[src/rtl/fir_out_sink_if.sv]
// rtl/fir_out_sink_if.sv - FIR result input and sample output handshake bundle for fir_out_sink
interface fir_out_sink_if #(
  parameter int DIN_W  = 41,
  parameter int DOUT_W = 16
);
  logic [DIN_W-1:0]  fir_dout;
  logic              fir_valid;
  logic [DOUT_W-1:0] out_data;
  logic              out_valid;
  logic              out_ready;

  // Side that feeds FIR results in and consumes samples
  modport master (
    output fir_dout, fir_valid, out_ready,
    input  out_data, out_valid
  );

  // The sink itself
  modport slave (
    input  fir_dout, fir_valid, out_ready,
    output out_data, out_valid
  );
endinterface

[src/rtl/fir_out_sink.sv]
// rtl/fir_out_sink.sv - FIR result capture, round/shift/saturate, FIFO to downstream; FIR_SINK_ROUND_EN enables rounding
module fir_out_sink #(
  parameter int DIN_W  = 41,
  parameter int DOUT_W = 16,
  parameter int SHIFT  = 15,
  parameter int DEPTH  = 8,
  localparam int AW    = $clog2(DEPTH)
) (
  input  logic          clk,
  input  logic          rstn,
  fir_out_sink_if.slave bus,
  input  logic          clear,
  output logic [AW:0]   count,
  output logic          overflow,
  output logic [7:0]    sat_cnt
);

  logic              fir_valid_q;
  logic              stage_valid_q;
  logic [DOUT_W-1:0] stage_data_q;
  logic [AW-1:0]     wr_ptr_q, rd_ptr_q;
  logic [AW:0]       count_q, count_d;
  logic              overflow_q;
  logic [7:0]        sat_cnt_q;
  logic [DOUT_W-1:0] mem_q [DEPTH];

  logic                    cap;
  logic signed [DIN_W:0]   ext_w;
  logic signed [DIN_W:0]   shr_w;
  logic [DIN_W-DOUT_W+1:0] upper_w;
  logic                    sat_hi, sat_lo;
  logic [DOUT_W-1:0]       res_w;
  logic                    full, pop, wr_en, drop;

  // A new result is the rising edge of the level valid
  assign cap   = bus.fir_valid && !fir_valid_q;
  assign ext_w = {bus.fir_dout[DIN_W-1], bus.fir_dout};

`ifdef FIR_SINK_ROUND_EN
  localparam logic [DIN_W:0] HALF = {{DIN_W{1'b0}}, 1'b1} << (SHIFT-1);
  assign shr_w = (ext_w + $signed(HALF)) >>> SHIFT;
`else
  assign shr_w = ext_w >>> SHIFT;
`endif

  // The shifted value fits DOUT_W bits only when all bits from the output sign bit upward agree
  assign upper_w = shr_w[DIN_W:DOUT_W-1];
  assign sat_hi  = !shr_w[DIN_W] && (|upper_w);
  assign sat_lo  = shr_w[DIN_W] && !(&upper_w);
  assign res_w   = sat_hi ? {1'b0, {(DOUT_W-1){1'b1}}} :
                   sat_lo ? {1'b1, {(DOUT_W-1){1'b0}}} :
                            shr_w[DOUT_W-1:0];

  // FIFO control: a pop in the same cycle frees room for the stage write
  always_comb begin
    full    = (count_q == (AW+1)'(DEPTH));
    pop     = !clear && (count_q != '0) && bus.out_ready;
    wr_en   = !clear && stage_valid_q && (!full || pop);
    drop    = !clear && stage_valid_q && full && !pop;
    count_d = count_q + (AW+1)'(wr_en) - (AW+1)'(pop);
  end

  // Capture edge, stage register, pointers, occupancy and status counters
  always_ff @(posedge clk or negedge rstn) begin
    if (!rstn) begin
      fir_valid_q   <= 1'b1;
      stage_valid_q <= 1'b0;
      stage_data_q  <= '0;
      wr_ptr_q      <= '0;
      rd_ptr_q      <= '0;
      count_q       <= '0;
      overflow_q    <= 1'b0;
      sat_cnt_q     <= '0;
    end else begin
      fir_valid_q <= bus.fir_valid;
      if (clear) begin
        stage_valid_q <= 1'b0;
        wr_ptr_q      <= '0;
        rd_ptr_q      <= '0;
        count_q       <= '0;
        overflow_q    <= 1'b0;
        sat_cnt_q     <= '0;
      end else begin
        stage_valid_q <= cap;
        if (cap) stage_data_q <= res_w;
        if (cap && (sat_hi || sat_lo) && (sat_cnt_q != 8'hFF)) sat_cnt_q <= sat_cnt_q + 8'd1;
        if (drop) overflow_q <= 1'b1;
        if (wr_en) wr_ptr_q <= wr_ptr_q + AW'(1);
        if (pop) rd_ptr_q <= rd_ptr_q + AW'(1);
        count_q <= count_d;
      end
    end
  end

  // Sample storage; contents are only meaningful below count
  always_ff @(posedge clk) begin
    if (wr_en) mem_q[wr_ptr_q] <= stage_data_q;
  end

  assign bus.out_valid = (count_q != '0);
  assign bus.out_data  = (count_q != '0) ? mem_q[rd_ptr_q] : '0;
  assign count         = count_q;
  assign overflow      = overflow_q;
  assign sat_cnt       = sat_cnt_q;

endmodule

[src/flat_wrapper.sv]
// flat-port wrapper written by rule: the top's interface ports become plain ports
module fir_out_sink_flat 
#(
  parameter int DIN_W  = 41,
  parameter int DOUT_W = 16,
  parameter int SHIFT  = 15,
  parameter int DEPTH  = 8,
  localparam int AW    = $clog2(DEPTH)
)
  (clk, rstn, clear, count, overflow, sat_cnt, bus_fir_dout, bus_fir_valid, bus_out_ready, bus_out_data, bus_out_valid);
  fir_out_sink_if #(.DIN_W(DIN_W), .DOUT_W(DOUT_W)) bus_i ();
  input  logic clk;
  input  logic rstn;
  input  logic clear;
  output logic [AW:0] count;
  output logic overflow;
  output logic [7:0] sat_cnt;
  input wire logic [$bits(bus_i.fir_dout)-1:0] bus_fir_dout;
  input wire logic [$bits(bus_i.fir_valid)-1:0] bus_fir_valid;
  input wire logic [$bits(bus_i.out_ready)-1:0] bus_out_ready;
  output wire logic [$bits(bus_i.out_data)-1:0] bus_out_data;
  output wire logic [$bits(bus_i.out_valid)-1:0] bus_out_valid;
  assign bus_i.fir_dout = bus_fir_dout;
  assign bus_i.fir_valid = bus_fir_valid;
  assign bus_i.out_ready = bus_out_ready;
  assign bus_out_data = bus_i.out_data;
  assign bus_out_valid = bus_i.out_valid;
  fir_out_sink #(.DIN_W(DIN_W), .DOUT_W(DOUT_W), .SHIFT(SHIFT), .DEPTH(DEPTH)) u_core (.clk(clk), .rstn(rstn), .bus(bus_i), .clear(clear), .count(count), .overflow(overflow), .sat_cnt(sat_cnt));
endmodule
[config.mk]
export PLATFORM = sky130hd
export DESIGN_NAME = fir_out_sink_flat
export DESIGN_NICKNAME = d
export VERILOG_FILES = /design/src/rtl/fir_out_sink_if.sv /design/src/rtl/fir_out_sink.sv /design/src/flat_wrapper.sv
export SDC_FILE = /design/constraint.sdc
export NUM_CORES = 1
export LEC_CHECK = 0
export CORE_MARGIN = 4
export CORE_UTILIZATION = 56
export DETAILED_ROUTE_END_ITERATION = 8
export PLACE_DENSITY = 0.9
export SLEW_MARGIN = 20
export SYNTH_ARGS = -nofsm -noshare
export SYNTH_HDL_FRONTEND = slang
export SYNTH_SLANG_ARGS = --single-unit
export TNS_END_PERCENT = 20
[constraint.sdc]
create_clock -name clk -period 3.9 [get_ports clk]
set_input_delay 0.39 -clock clk [delete_from_list [all_inputs] [get_ports clk]]
set_output_delay 0.39 -clock clk [all_outputs]
set_load 0.05 [all_outputs]
==> results of run 1 <==
## flip-flops by register name, summed over array words and instances (netlist names)
register	cells
u_core.rd_ptr_q	3
u_core.mem_q	128
u_core.stage_data_q	16
u_core.sat_cnt	8
u_core.wr_ptr_q	3
u_core.count	4
u_core.fir_valid_q	1
u_core.overflow	1
u_core.stage_valid_q	1
## cells in the mapped netlist, types with 7 or more instances
library cell | number | area (µm²)
edfxtp_1 | 128 | 3840
nor2_1 | 49 | 184
dfrtp_1 | 36 | 901
mux4_2 | 32 | 721
nand2_1 | 23 | 86.3
mux2i_1 | 17 | 170
o21ai_1 | 11 | 55.1
nor2b_1 | 10 | 62.6
ha_1 | 8 | 100
o21ai_0 | 8 | 40.0
buf_2 | 7 | 35.0
inv_1 | 7 | 26.3
## final cells by class
class                   count  area (µm²)  share of cell area
flip-flops and latches    165        4770               0.582
repair buffers             74         713              0.0870
clock inverters            15         154              0.0188
inverters                   7        26.3             0.00321
clock buffers              17         425              0.0519
multi-input cells         221        1930               0.235
well taps                 143         179              0.0218
## critical path, cell delays in order, from the launching register on
cell and delay, ns:
dfrtp_1 0.58, buf_4 0.46, mux4_2 0.28, mux2i_1 0.06, nor2_1 0.20, clkdlybuf4s50_1 0.84
## power by group through the flow
stage | registers [mW] | clock network [mW] | logic (mW)
final | 2.12 | 1.63 | 1.45
after global routing | 2.13 | 1.74 | 1.55
after CTS | 2.12 | 1.65 | 1.47
after detailed placement | 2.15 | 0 | 1.46
after global placement | 2.14 | 0 | 1.43
after floorplan | 2.15 | 0 | 0.993
## cell families (layout without fill, tap and decap cells)
logic type      Yosys count  in the layout  share of synthesized area
compound gates           30             30                     0.0251
xor+xnor                  6              6                    0.00774
fa+ha+maj                 9              9                     0.0177
buf+inv                  26            113                     0.0184
flops                   165            165                      0.702
mux                      55             55                      0.141
simple gates            121            121                     0.0875
## metal layers
metal | vias to the layer above | part of all wire | GRT usage
met3 | 20 | 0.071 | 0.0476
met2 | 168 | 0.51 | 0.362
li1 | 1725 | - | -
met1 | 1948 | 0.40 | 0.289
met5 | - | 0 | 0
met4 | 0 | 0.015 | 0.0821
## metrics by stage
step                      setup slack (ns)  utilization
after floorplan                      0.366            -
after global placement                1.11        0.653
after detailed placement              1.07        0.653
after CTS                            0.602        0.703
after global routing                 0.504        0.703
final                                0.659        0.703
## worst paths after layout
path	slack, ns	from	depth (start not counted)	end
worst max-delay path	0.66	u_core.rd_ptr_q[1]$_DFFE_PN0P_	5	bus_out_data[15]
worst min-delay path	0.10	rstn	1	u_core.count[3]$_DFF_PN0_
worst max register to register	1.23	u_core.count[2]$_DFF_PN0_	12	u_core.count[2]$_DFF_PN0_
worst min register to register	0.53	u_core.overflow$_DFFE_PN0P_	2	u_core.overflow$_DFFE_PN0P_
max in group asynchronous	3.17	rstn	1	u_core.rd_ptr_q[0]$_DFFE_PN0P_
min in group clk	0.40	bus_fir_valid	1	u_core.fir_valid_q$_DFF_PN1_
==> metrics.cfg, run 1 <==
[layout]
layout_common_cells=edfxtp_1 (128), clkdlybuf4s50_1 (59), nor2_1 (49)
diodes=0
fillers=734
fin_area_um2=8200
layout.nets=541
layout_commonest_cell=edfxtp_1
layout.cells.non_filler=642
area_growth_pct=20.7
drive_gt1_frac=0.196

[die]
core_um2=11700
initial_core_util=0.582
die-area_um2=14000
die_w_um=118
die_h_um=118
num_rows=39
io_pins=76

[clocking]
cts_buffers=17
cts_resized=0
clk_pin_slew_ns=0.06
clock_sinks=165
clkLatencyLatePin_ns=0.42
cts_root_buffer=clkbuf_16
cts_tree=yes
htreeDepth=4
clockBufferDepth=2
cts_setup_buffers=0
hold_buffers=0

[placement]
dp_hpwl_um=8640
gp_congestion=0.818
port_buffers=60
placedCellCount=610
placed_area_um2=7620

[setup_path]
cp.arrival_ns=2.85
cp_max_fo=27
critPathKind=reg2out
cp-end-kind=output port
critPathLaunchType=register
worstPathRequired_ns=3.51

[hold_path]
worstHoldPathType=in2async

[power_and_ir_drop]
cellLeakagePower_nw=2.88
cellInternalPower_mw=3.53
peakVddDrop_mv=0.481
combPwrFrac=0.279
seq_power_share=0.408
pwr-share-clk=0.314
swShare=0.320
p_sw_mw=1.66
powerDensity_nw_per_um2=634
p_total_mw=5.19

[synthesis]
synth_edf_count=128
ys_seq_elements=165
async_flop_share=0.224
ys_warn_count=0
syn_inst=412
avgSynthCellArea_um2=16.5
synth_fp_nets=467
ys.flop_type=edfxtp_1
ys_types=44
yosysSeqAreaShare=0.702
netlist_area_um2=6790

[timing]
finalCritPeriodShare=0.831
fin_crit_ns=3.24
tightest_slew_ns=1.05
slew_headroom=0.301
finClkSkew_ns=0.00727
timing.fmax_mhz=309
setup_tns_ns=0
worst_hold_slack_ns=0.103
final-hold-violation-count=0
finalMaxSlewViolations=0
setup_viol=0
rsz0062_at_grt=false

[drt]
drcViolationCount=0
antenna_left=0
drt_iter0_drc=415
routed_wl_um=14100
dr.pass1.iters=6
avgViaCountPerCell=6.01
vias=3861
wl_per_cell_um=22.0

[grt]
antenna_found_initial=0
grt_pass1_vias=4133
grt_max_degree=38
grt_usage=0.219
grt_pass1_wl_um=22900
grt-ovfl-total=0

[job]
cap_violations=0

[run_status]
outcome=finished, final reports clean

Power figures use the tool's default switching activity.
==> run 2: changes to the inputs <==
--- a/config.mk
+++ b/config.mk
@@ -6,9 +6,9 @@
 export NUM_CORES = 1
 export LEC_CHECK = 0
 export CORE_MARGIN = 4
-export CORE_UTILIZATION = 56
+export CORE_UTILIZATION = 50
 export DETAILED_ROUTE_END_ITERATION = 8
-export PLACE_DENSITY = 0.9
+export PLACE_DENSITY = 0.86
 export SLEW_MARGIN = 20
 export SYNTH_ARGS = -nofsm -noshare
 export SYNTH_HDL_FRONTEND = slang
==> constraint.sdc (replaced) <==
create_clock -name clk -period 2.9 [get_ports clk]
set_input_delay 0.29 -clock clk [delete_from_list [all_inputs] [get_ports clk]]
set_output_delay 0.29 -clock clk [all_outputs]
set_load 0.05 [all_outputs]
==> run 2 against run 1 <==
Compared with the run above: the run now ends with negative hold slack left; highest routed layer unchanged; hold slack got worse by 0.11 ns; clock power increased by 27%; via count increased by 2.7%; cell area increased by 1.5%.
==> metrics.cfg, run 2 (same netlist as run 1, synthesis figures left out) <==
[die]
core_um2=13300  ; +14%
die_w_um=125  ; +5.4%
num_rows=42  ; +7.7%
die-area_um2=15500  ; +11%
die_h_um=125  ; +5.4%
io_pins=76  ; unchanged
initial_core_util=0.511  ; -0.0715

[timing]
setup_viol=0  ; unchanged
finClkSkew_ns=0.0101  ; +0.00279 ns
finalCritPeriodShare=0.939
worst_hold_slack_ns=-0.00949  ; -0.112 ns
slew_headroom=0.337  ; +0.0360
rsz0062_at_grt=false
timing.fmax_mhz=367
tightest_slew_ns=0.992  ; -0.0539 ns
fin_crit_ns=2.72
final-hold-violation-count=4  ; +4
setup_tns_ns=0  ; unchanged
finalMaxSlewViolations=0  ; unchanged

[clocking]
htreeDepth=4  ; unchanged
clk_pin_slew_ns=0.06  ; about the same
clockBufferDepth=2  ; unchanged
cts_tree=yes
cts_buffers=17  ; unchanged
cts_root_buffer=clkbuf_16
hold_buffers=0  ; unchanged
clock_sinks=165  ; unchanged
cts_setup_buffers=0  ; unchanged
cts_resized=0  ; unchanged
clkLatencyLatePin_ns=0.42  ; about the same

[drt]
routed_wl_um=14800  ; +4.7%
dr.pass1.iters=5  ; -1
drt_iter0_drc=487  ; +17%
drcViolationCount=0  ; unchanged
avgViaCountPerCell=5.85  ; -2.7%
vias=3966  ; +2.7%
antenna_left=0  ; unchanged
wl_per_cell_um=21.8  ; -0.82%

[setup_path]
critPathKind=reg2reg
worstPathRequired_ns=3.20  ; -0.31 ns
critPathBufInv=2  ; unchanged
cp.depth=9  ; +4
cpMaxStageDelayCell=or3b_2
r2r-end=u_core.count[2]$_DFF_PN0_
cp-end-kind=register
path_cells=inv_1, ha_1, or3b_2, o21ai_2, inv_1, ha_1, fa_1, xnor2_1, nor2_1
cpPeakStageDelay_ns=0.50  ; -0.34 ns
reg2reg_depth=9  ; -3
cp_max_fo=6  ; -78%
reg2reg_from=u_core.count[2]$_DFF_PN0_
critPathLaunchType=register
r2r_slack_ns=0.18  ; -1.05 ns
cp.arrival_ns=3.03  ; +0.18 ns
cpLargestDelayFamily=adder cells

[grt]
grt_max_degree=38  ; unchanged
antenna_found_initial=0  ; unchanged
grt-ovfl-total=0  ; unchanged
grt_pass1_vias=4129  ; -0.097%
grt_pass1_wl_um=23100  ; +0.63%
grt_usage=0.196  ; -0.0232

[layout]
post-route-util=0.626  ; -0.0773
layout_commonest_cell=edfxtp_1
layout.nets=544  ; +0.55%
diodes=0  ; unchanged
layout.cells.non_filler=678  ; +5.6%
drive_gt1_frac=0.229  ; +0.0327
area_growth_pct=22.5
largest_reg_flops=128  ; unchanged
layout_common_cells=edfxtp_1 (128), nor2_1 (49), clkdlybuf4s50_1 (42)
fillers=926  ; +26%
regMostFlops=u_core.mem_q

[hold_path]
worstHoldPathType=in2async

[placement]
dp_hpwl_um=8980  ; +3.9%
placedCellCount=646  ; +5.9%
gp_congestion=0.796  ; -2.7%
port_buffers=60  ; unchanged

[power_and_ir_drop]
peakVddDrop_mv=0.772  ; +60%
cellLeakagePower_nw=2.94  ; +2.1%
powerDensity_nw_per_um2=851  ; +34%

[job]
cap_violations=0  ; unchanged

[run_status]
violations=negative hold slack
outcome=complete, but fails checks

## run 2: changes by cell type in the layout (fill, tap and decap cells not counted), moves of 2 or more
cell	change
clkinv_4	+2
buf_4	+10
buf_12	+10
clkdlybuf4s50_1	-17
inv_6	-3
clkbuf_1	+4
## run 2: area by class of cell
cell class / count / area [µm²] / area share
Clock buffer: 21 / 440 / 0.0529
Clock inverter: 11 / 104 / 0.0125
Inverter: 7 / 26.3 / 0.00316
Multi-Input combinational cell: 221 / 1940 / 0.233
Sequential cell: 165 / 4770 / 0.574
Tap cell: 176 / 220 / 0.0265
Timing Repair Buffer: 77 / 818 / 0.0984
## run 2: metal layers
layer  global-route usage  vias up  part of all wire
li1                     -     1733                 -
met1                0.252     2028              0.41
met2                0.335      186              0.52
met3               0.0575       19             0.060
met4               0.0413        0             0.012
met5                    0        -                 0
## run 2: worst max-delay path by stage
stage	slack (ns)	to	from
final	0.18	u_core.count[2]$_DFF_PN0_	u_core.count[2]$_DFF_PN0_
after global routing	0.03	u_core.count[2]$_DFF_PN0_	u_core.count[2]$_DFF_PN0_
after CTS	0.19	u_core.count[2]$_DFF_PN0_	u_core.count[2]$_DFF_PN0_
after detailed placement	0.24	u_core.count[2]$_DFF_PN0_	u_core.count[2]$_DFF_PN0_
after global placement	0.36	u_core.count[2]$_DFF_PN0_	u_core.count[2]$_DFF_PN0_
after floorplan	-0.38	u_core.mem_q[1][0]$_DFFE_PP_	u_core.count[2]$_DFF_PN0_
## run 2: report_power, final
group          switching, mW  total, mW  internal (mW)  leakage (nW)
Combinational           1.25       2.19          0.936          1.02
Clock                  0.886       2.07           1.18         0.262
Sequential             0.125       2.82           2.70          1.65
## run 2: per-stage QoR
step                      cell area (µm²)  total power, mW  setup WS, ns
after floorplan                      6800             4.23        -0.378
after global placement               7770             5.01         0.362
after detailed placement             7770             5.07         0.238
after CTS                            8320             7.13         0.189
after global routing                 8320             7.37        0.0336
final                                8320             7.08         0.178
